### config.mk
export PLATFORM = sky130hd
export DESIGN_NAME = duft_ap_chain_queued
export DESIGN_NICKNAME = d
export VERILOG_FILES = /design/src/rtl/duft_ap_chain_queued.sv
export SDC_FILE = /design/constraint.sdc
export NUM_CORES = 1
export LEC_CHECK = 0
export CORE_MARGIN = 3
export CORE_UTILIZATION = 56
export DETAILED_ROUTE_END_ITERATION = 16
export GPL_ROUTABILITY_DRIVEN = 0
export PLACE_DENSITY = 0.84
export SLEW_MARGIN = 20
export SYNTH_ARGS = -nofsm -noshare
export SYNTH_HDL_FRONTEND = slang
export SYNTH_SLANG_ARGS = --single-unit
export TNS_END_PERCENT = 20
### constraint.sdc
create_clock -name ap_clk -period 5 [get_ports ap_clk]
set_clock_uncertainty 0.05 [all_clocks]
set_input_delay 0.5 -clock ap_clk [delete_from_list [all_inputs] [get_ports ap_clk]]
set_output_delay 0.5 -clock ap_clk [all_outputs]
set_load 0.01 [all_outputs]
### src/rtl/duft_ap_chain_queued.sv
// Queued ap_ctrl_chain wrapper for the DUFT core: command FIFO -> issue engine -> result FIFO.
// Optional DUFT_CHAIN_STATS_EN adds saturating op / stall counters.
module duft_ap_chain_queued #(
  parameter int DW         = 32,
  parameter int AW         = 32,
  parameter int CMD_DEPTH  = 4,
  parameter int RES_DEPTH  = 4,
  parameter int RST_CYCLES = 2
) (
  input  logic          ap_clk,
  input  logic          ap_rst_n,
  input  logic [AW-1:0] addr,
  input  logic [DW-1:0] wr_data,
  input  logic [1:0]    rd_wr,
  input  logic          ap_start,
  output logic          ap_ready,
  input  logic          ap_ce,
  output logic          ap_done,
  input  logic          ap_continue,
  output logic [DW-1:0] ap_return,
  output logic          ap_idle,
  output logic          core_reset,
  output logic [AW-1:0] core_rd_addr,
  output logic [AW-1:0] core_wr_addr,
  output logic [DW-1:0] core_wr_msg,
  input  logic [DW-1:0] core_rd_msg
`ifdef DUFT_CHAIN_STATS_EN
  ,
  output logic [31:0]   stat_ops,
  output logic [31:0]   stat_ce_stall,
  output logic [31:0]   stat_full_stall
`endif
);

  localparam int CPW = $clog2(CMD_DEPTH);
  localparam int CCW = CPW + 1;
  localparam int RPW = $clog2(RES_DEPTH);
  localparam int RCW = RPW + 1;
  localparam int RSW = $clog2(RST_CYCLES + 1);

  typedef enum logic [1:0] {
    S_IDLE,
    S_ISSUE,
    S_RST
  } state_e;

  logic [AW-1:0]  c_addr_q [CMD_DEPTH];
  logic [DW-1:0]  c_data_q [CMD_DEPTH];
  logic [1:0]     c_op_q   [CMD_DEPTH];
  logic [CPW-1:0] c_wp_q, c_rp_q;
  logic [CCW-1:0] c_cnt_q, c_cnt_d;

  logic [DW-1:0]  r_mem_q [RES_DEPTH];
  logic [RPW-1:0] r_wp_q, r_rp_q;
  logic [RCW-1:0] r_cnt_q, r_cnt_d;

  state_e         state_q, state_d;
  logic [RSW-1:0] rcnt_q, rcnt_d;

  logic          c_full, c_empty, c_push, c_pop;
  logic          r_full, r_empty, r_push, r_pop;
  logic [DW-1:0] r_push_data;
  logic [AW-1:0] h_addr;
  logic [DW-1:0] h_data;
  logic [1:0]    h_op;
  logic          h_rst, h_rd, h_wr;
  logic          eligible, issue, rst_done;

  assign c_full  = (c_cnt_q == CCW'(CMD_DEPTH));
  assign c_empty = (c_cnt_q == '0);
  assign r_full  = (r_cnt_q == RCW'(RES_DEPTH));
  assign r_empty = (r_cnt_q == '0);

  assign c_push = ap_start & ~c_full;
  assign r_pop  = ~r_empty & ap_continue;

  assign h_addr = c_addr_q[c_rp_q];
  assign h_data = c_data_q[c_rp_q];
  assign h_op   = c_op_q[c_rp_q];

  // bit1 (soft reset) outranks bit0 (read)
  always_comb begin
    h_rst = 1'b0;
    h_rd  = 1'b0;
    h_wr  = 1'b0;
    priority case (1'b1)
      h_op[1]: h_rst = 1'b1;
      h_op[0]: h_rd  = 1'b1;
      default: h_wr  = 1'b1;
    endcase
  end

  // IDLE also issues so an idle block reaches the core one cycle after accept
  assign eligible = (state_q != S_RST) & ~c_empty;
  assign issue    = eligible & ap_ce & ~r_full;
  assign rst_done = (state_q == S_RST)
                  & (rcnt_q == RSW'(RST_CYCLES - 1));

  assign c_pop       = issue;
  assign r_push      = (issue & ~h_rst) | rst_done;
  assign r_push_data = (issue & h_rd) ? core_rd_msg : '0;

  assign c_cnt_d = c_cnt_q + CCW'(c_push) - CCW'(c_pop);
  assign r_cnt_d = r_cnt_q + RCW'(r_push) - RCW'(r_pop);

  always_comb begin
    state_d = state_q;
    rcnt_d  = rcnt_q;
    unique case (state_q)
      S_IDLE, S_ISSUE: begin
        if (issue & h_rst) begin
          state_d = S_RST;
          rcnt_d  = '0;
        end else begin
          state_d = (c_cnt_d != '0) ? S_ISSUE : S_IDLE;
        end
      end
      S_RST: begin
        if (rst_done) begin
          state_d = (c_cnt_d != '0) ? S_ISSUE : S_IDLE;
        end else begin
          rcnt_d = rcnt_q + RSW'(1);
        end
      end
      default: state_d = S_IDLE;
    endcase
  end

  always_ff @(posedge ap_clk or negedge ap_rst_n) begin
    if (!ap_rst_n) begin
      state_q <= S_IDLE;
      rcnt_q  <= '0;
      c_wp_q  <= '0;
      c_rp_q  <= '0;
      c_cnt_q <= '0;
      r_wp_q  <= '0;
      r_rp_q  <= '0;
      r_cnt_q <= '0;
    end else begin
      state_q <= state_d;
      rcnt_q  <= rcnt_d;
      c_cnt_q <= c_cnt_d;
      r_cnt_q <= r_cnt_d;
      if (c_push) c_wp_q <= c_wp_q + CPW'(1);
      if (c_pop)  c_rp_q <= c_rp_q + CPW'(1);
      if (r_push) r_wp_q <= r_wp_q + RPW'(1);
      if (r_pop)  r_rp_q <= r_rp_q + RPW'(1);
    end
  end

  always_ff @(posedge ap_clk) begin
    if (c_push) begin
      c_addr_q[c_wp_q] <= addr;
      c_data_q[c_wp_q] <= wr_data;
      c_op_q[c_wp_q]   <= rd_wr;
    end
    if (r_push) r_mem_q[r_wp_q] <= r_push_data;
  end

  assign ap_ready     = ~c_full;
  assign ap_done      = ~r_empty;
  assign ap_return    = r_empty ? '0 : r_mem_q[r_rp_q];
  assign ap_idle      = c_empty & r_empty & (state_q == S_IDLE);
  assign core_reset   = (state_q == S_RST);
  assign core_rd_addr = (issue & h_rd) ? h_addr : '1;
  assign core_wr_addr = (issue & h_wr) ? h_addr : '1;
  assign core_wr_msg  = (issue & h_wr) ? h_data : '0;

`ifdef DUFT_CHAIN_STATS_EN
  logic [31:0] ops_q, ce_q, full_q;

  always_ff @(posedge ap_clk or negedge ap_rst_n) begin
    if (!ap_rst_n) begin
      ops_q  <= '0;
      ce_q   <= '0;
      full_q <= '0;
    end else if (issue & h_rst) begin
      ops_q  <= '0;
      ce_q   <= '0;
      full_q <= '0;
    end else begin
      if (issue && ops_q != '1)
        ops_q <= ops_q + 32'd1;
      if (eligible && !ap_ce && ce_q != '1)
        ce_q <= ce_q + 32'd1;
      if (eligible && ap_ce && r_full && full_q != '1)
        full_q <= full_q + 32'd1;
    end
  end

  assign stat_ops        = ops_q;
  assign stat_ce_stall   = ce_q;
  assign stat_full_stall = full_q;
`endif

endmodule

==> results_dict.tcl, run 1 <==
set metrics [dict create \
    fmax_ghz 0.282 \
    synth_fp_nets 902 \
    synth_area_mm2 0.0162 \
    yosysSeqAreaShare_pct 75.3 \
    power_density_mw_per_mm2 569 \
    fin_ws_ps 1450 \
    syn_inst 785 \
    htreeDepth 2 \
    ir_drop_mv 0.377 \
    synth-seq-cells 410 \
    nets 1153 \
    crit_fanout 49 \
    grt_usage_pct 21.2 \
    critPathKind "reg2out" \
    clkSlewWorstSetupHoldPaths_ps 60 \
    first_pass_iters 5 \
    die_y_um 176 \
    viasPerCell 5.63 \
    syn_area_per_cell_um2 20.7 \
    grt_pass1_wl_um 50100 \
    drive_gt1_share_pct 17.1 \
    area_growth_pct 24.6 \
    dp_cells 1371 \
    post-route-min-period_ps 3550 \
    ios 235 \
    n_antenna_cell 0 \
    routed_wl_um 32300 \
    setup.worst_path.end_class "output port" \
    setup_viol 0 \
    place_area_mm2 0.0190 \
    holdBufCountCts 0 \
    ys_types 35 \
    grt_max_degree 67 \
    synth_common_cells "392 x edfxtp_1, 102 x and2_1, 98 x mux4_2" \
    yosys-top-cells-area "edfxtp_1 73%, mux4_2 14%, and2_1 3.9%, dfrtp_1 2.8%, nand2b_1 2.5%" \
    cts_root_buf "clkbuf_16" \
    clock_latency_ps 520 \
    grt_pass1_vias 8694 \
    worst_pin_slew_ps 1050 \
    synth-edff-count 392 \
    n_fill_cell 1627 \
    rsz0062_at_grt "false" \
    fin_tns_setup_ps 0 \
    detail-route-antenna-nets 0 \
    ys_warn_count 0 \
    hp-class "in2async" \
    clockBufferDepth 3 \
    cts_tree "yes" \
    cts_made_buffers 41 \
    antenna_found_initial 4 \
    outcome "complete, no violations" \
    start_util_pct 57.6 \
    dieArea_mm2 0.0311 \
    period_share_pct 71.0 \
    postLayoutCellArea_mm2 0.0202 \
    hpwl_um 19900 \
    hold_slack_ps 424 \
    via_count 8119 \
    drc 0 \
    cts_resized 0 \
    cts_num_sinks 410 \
    synth_flop_cell "edfxtp_1" \
    relSlewSlack_pct 30.3 \
    grt-ovfl-total 0 \
    rows 61 \
    drt_iter0_markers 676 \
    final_cell_count_no_fill 1443 \
    drv_cap 0 \
    wire_per_inst_um 22.4 \
    r2r_slack_ps 2120 \
    synthMostInstantiatedCell "edfxtp_1" \
    cts_setup_buffers 0 \
    synth_top_area_share_pct 72.5 \
    hold_viol 0 \
    worstPathRequired_ps 4450 \
    die_w_um 176 \
    slew_viol_final 0 \
    critical_path_arrival_ps 3000 \
    synthArstFlopShare_pct 4.39 \
    io_buffers 234 \
    synth_top_cell_by_area "edfxtp_1" \
    p_leak_nw 6.67 \
    dpl_worst_slack_ps 1820 \
    cp-start-kind "flip-flop" \
    core-area_mm2 0.0282 \
]
## worst max-delay path, stage by stage, from the launching register on
cell and delay, ps:
dfrtp_4 620, buf_4 690, mux4_2 440, nand2b_1 190, clkdlybuf4s50_1 520
## cell usage in the layout, fill, tap and decap left out, types with 3 or more instances in the layout
| cell | count |
|---|---|
| and2_1 | 102 |
| and3_4 | 4 |
| buf_4 | 14 |
| clkbuf_1 | 7 |
| clkbuf_16 | 42 |
| clkdlybuf4s50_1 | 234 |
| clkinv_1 | 11 |
| clkinv_2 | 5 |
| clkinvlp_4 | 3 |
| dfrtp_1 | 15 |
| edfxtp_1 | 392 |
| ha_1 | 12 |
| inv_1 | 13 |
| mux4_2 | 98 |
| nand2_1 | 4 |
| nand2b_1 | 65 |
| nor2_1 | 4 |
| xnor2_1 | 10 |
## cell type report
cell class / count / area, um2 / share of cell area [%]
flip-flops and latches: 410 / 12200 / 60.5
multi-input cells: 322 / 3790 / 18.7
repair buffers: 248 / 2450 / 12.1
clock buffers: 50 / 1090 / 5.39
well taps: 378 / 473 / 2.34
clock inverters: 22 / 144 / 0.711
inverters: 13 / 48.8 / 0.241
## state kept, by name, summed over array words and instances (netlist names), 3 cells and up
signal and flops:
c_addr_q 128, c_data_q 128, r_mem_q 128, c_op_q 8, c_cnt_q 3, r_cnt_q 3
## path summary, 6_finish.rpt
| path | start | endpoint | cells past startpoint |
|---|---|---|---|
| max reg2reg | c_rp_q[1] | r_mem_q[3][14] | 4 |
| min reg2reg | rcnt_q[0] | rcnt_q[0] | 1 |
| min | ap_rst_n | c_rp_q[0] | 1 |
| min in group ap_clk | rcnt_q[0] | rcnt_q[0] | 1 |
| max | c_rp_q[1] | core_rd_addr[3] | 4 |
| max in group asynchronous | ap_rst_n | c_rp_q[1] | 1 |
## report_power, final
part / internal, mW / leakage, nW / switching (mW) / total [mW]
Clock: 1.60 / 0.596 / 1.19 / 2.80
Combinational: 2.02 / 2.26 / 1.82 / 3.85
Sequential: 4.59 / 3.82 / 0.288 / 4.87
Total: 8.21 / 6.67 / 3.31 / 11.5
## cell families (layout without fill, tap and decap cells)
kind of cell               count (synthesis)  count (layout)  synth area share [%]
and+or+nand+nor                          189             189                  7.35
muxes                                    100             100                  13.7
buffers and inverters                     53             333                  1.47
DFF                                      410             410                  75.3
AOI/OAI and AO/OA                          7               7                 0.316
adders and majority gates                 14              14                  1.17
xor gates and xnor gates                  12              12                 0.648
## metrics by stage
step / total power, mW / util [%]
CTS: 11.6 / 71.8
finish: 11.5 / 71.8
global route: 12.1 / 71.8
global placement: 8.73 / 67.4
detailed placement: 8.83 / 67.4
floorplan: 7.26 / -
## metal layers
layer / GRT usage, % / wire (um)
met1: 28.3 / 12700
met2: 34.8 / 16100
met5: 0 / 49
met3: 6.60 / 2890
met4: 4.98 / 569
(Power assumes the default switching activity.)
==> inputs of run 2 (changes only) <==
--- a/config.mk
+++ b/config.mk
@@ -6,10 +6,10 @@
 export NUM_CORES = 1
 export LEC_CHECK = 0
 export CORE_MARGIN = 3
-export CORE_UTILIZATION = 56
+export CORE_UTILIZATION = 49
 export DETAILED_ROUTE_END_ITERATION = 16
 export GPL_ROUTABILITY_DRIVEN = 0
-export PLACE_DENSITY = 0.84
+export PLACE_DENSITY = 0.78
 export SLEW_MARGIN = 20
 export SYNTH_ARGS = -nofsm -noshare
 export SYNTH_HDL_FRONTEND = slang
==> constraint.sdc (replaced) <==
create_clock -name ap_clk -period 3.15 [get_ports ap_clk]
set_clock_uncertainty 0.05 [all_clocks]
set_input_delay 0.315 -clock ap_clk [delete_from_list [all_inputs] [get_ports ap_clk]]
set_output_delay 0.315 -clock ap_clk [all_outputs]
set_load 0.01 [all_outputs]
==> results_dict.tcl, run 2 (synthesized netlist as in run 1, its figures left out) <==
set metrics [dict create \
    outcome "complete, no violations" \
    cp-start-kind "flip-flop" \
    antenna_found_initial 3 \
    fmax_ghz 0.322 \
    core-area_mm2 0.0326 \
    place_area_mm2 0.0193 \
    first_pass_iters 4 \
    grt-ovfl-total 0 \
    setup_viol 0 \
    post-route-min-period_ps 3110 \
    cts_root_buf "clkbuf_16" \
    clkSlewWorstSetupHoldPaths_ps 60 \
    via_count 8131 \
    n_fill_cell 2202 \
    cts_tree "yes" \
    n_antenna_cell 0 \
    drt_iter0_markers 736 \
    routed_wl_um 33400 \
    hp-class "in2async" \
    hpwl_um 20500 \
    rows 66 \
    clockBufferDepth 3 \
    die_w_um 188 \
    dieArea_mm2 0.0353 \
    clock_latency_ps 520 \
    power_density_mw_per_mm2 908 \
    detail-route-antenna-nets 0 \
    worstPathRequired_ps 2780 \
    ir_drop_mv 0.590 \
    drc 0 \
    crit_fanout 32 \
    htreeDepth 2 \
    relSlewSlack_pct 42.7 \
    drv_cap 0 \
    worst_pin_slew_ps 857 \
    hold_viol 0 \
    wire_per_inst_um 21.9 \
    grt_pass1_vias 8550 \
    critical_path_arrival_ps 2740 \
    drive_gt1_share_pct 18.6 \
    grt_max_degree 66 \
    grt_usage_pct 18.4 \
    die_y_um 188 \
    io_buffers 234 \
    postLayoutCellArea_mm2 0.0208 \
    final_common_cell "edfxtp_1" \
    start_util_pct 49.8 \
    cts_made_buffers 43 \
    holdBufCountCts 0 \
    cts_num_sinks 410 \
    utilization_pct 63.7 \
    critPathKind "reg2out" \
    fin_tns_setup_ps 0 \
    grt_pass1_wl_um 50200 \
    ios 235 \
    slew_viol_final 0 \
    setup.worst_path.end_class "output port" \
    period_share_pct 98.7 \
    area_growth_pct 28.1 \
    largestRegisters "c_addr_q (128), c_data_q (128), r_mem_q (128)" \
    nets 1172 \
    viasPerCell 5.32 \
    mostFrequentLayoutCells "392 x edfxtp_1, 187 x clkdlybuf4s50_1, 102 x and2_1, 98 x mux4_2, 65 x nand2b_1" \
    p_leak_nw 7.04 \
]
run 2: metal layers:
layer / part of all wire, % / up-vias / track usage (%)
li1: - / 3628 / -
met1: 41 / 4133 / 25.5
met2: 49 / 318 / 29.7
met3: 8.4 / 48 / 5.01
met4: 1.5 / 4 / 4.47
met5: 0.093 / - / 0
run 2: power by group:
| group | total [mW] | switching, mW | internal [mW] |
|---|---|---|---|
| Sequential | 7.58 | 0.327 | 7.26 |
| Combinational | 6.60 | 3.14 | 3.46 |
| Clock | 4.70 | 1.94 | 2.76 |
run 2: through the flow:
stage                     power [mW]  hold slack (ps)  std cells  setup slack [ps]
after global routing            19.8              284       1528             -51.4
after CTS                       19.0              250       1521             0.457
after detailed placement        14.3              465       1444               340
after global placement          14.2              448       1444               367
final                           18.9              236       1528              41.2
after floorplan                 11.5            -30.6        785               452
run 2: cell type report:
class / count / area, um2 / share of cell area (%)
inverter: 13 / 48.8 / 0.235
multi-input combinational: 322 / 3800 / 18.3
clock buffer: 51 / 1150 / 5.52
tap: 442 / 553 / 2.66
clock inverter: 25 / 175 / 0.843
sequential: 410 / 12200 / 58.8
timing repair buffer: 265 / 2840 / 13.6
run 2: final timing paths:
check	from	to	slack (ps)	cells after the start
setup / recovery	c_rp_q[0]	core_rd_addr[21]	40	5
hold / removal	ap_rst_n	r_wp_q[1]	240	1
setup reg to reg	c_rp_q[0]	r_cnt_q[2]	390	10
hold reg to reg	rcnt_q[0]	rcnt_q[0]	470	1
max in group asynchronous	ap_rst_n	c_rp_q[0]	2190	1
min in group ap_clk	addr[8]	c_addr_q[0][8]	380	1
run 2: repair_timing:
item                       4_1_cts  5_1_grt
pin swaps                        1        3
gates resized for setup         33       18
setup endpoints to repair       78       47
setup buffers                    1        4
cloned                           0        3
hold endpoints to repair         0        0
run 2: worst max-delay path, stage by stage, from the launching register on:
cell	delay [ps]
dfrtp_4	460
mux4_2	600
nor3b_4	270
clkbuf_16	270
nand2b_1	90
clkdlybuf4s50_1	500
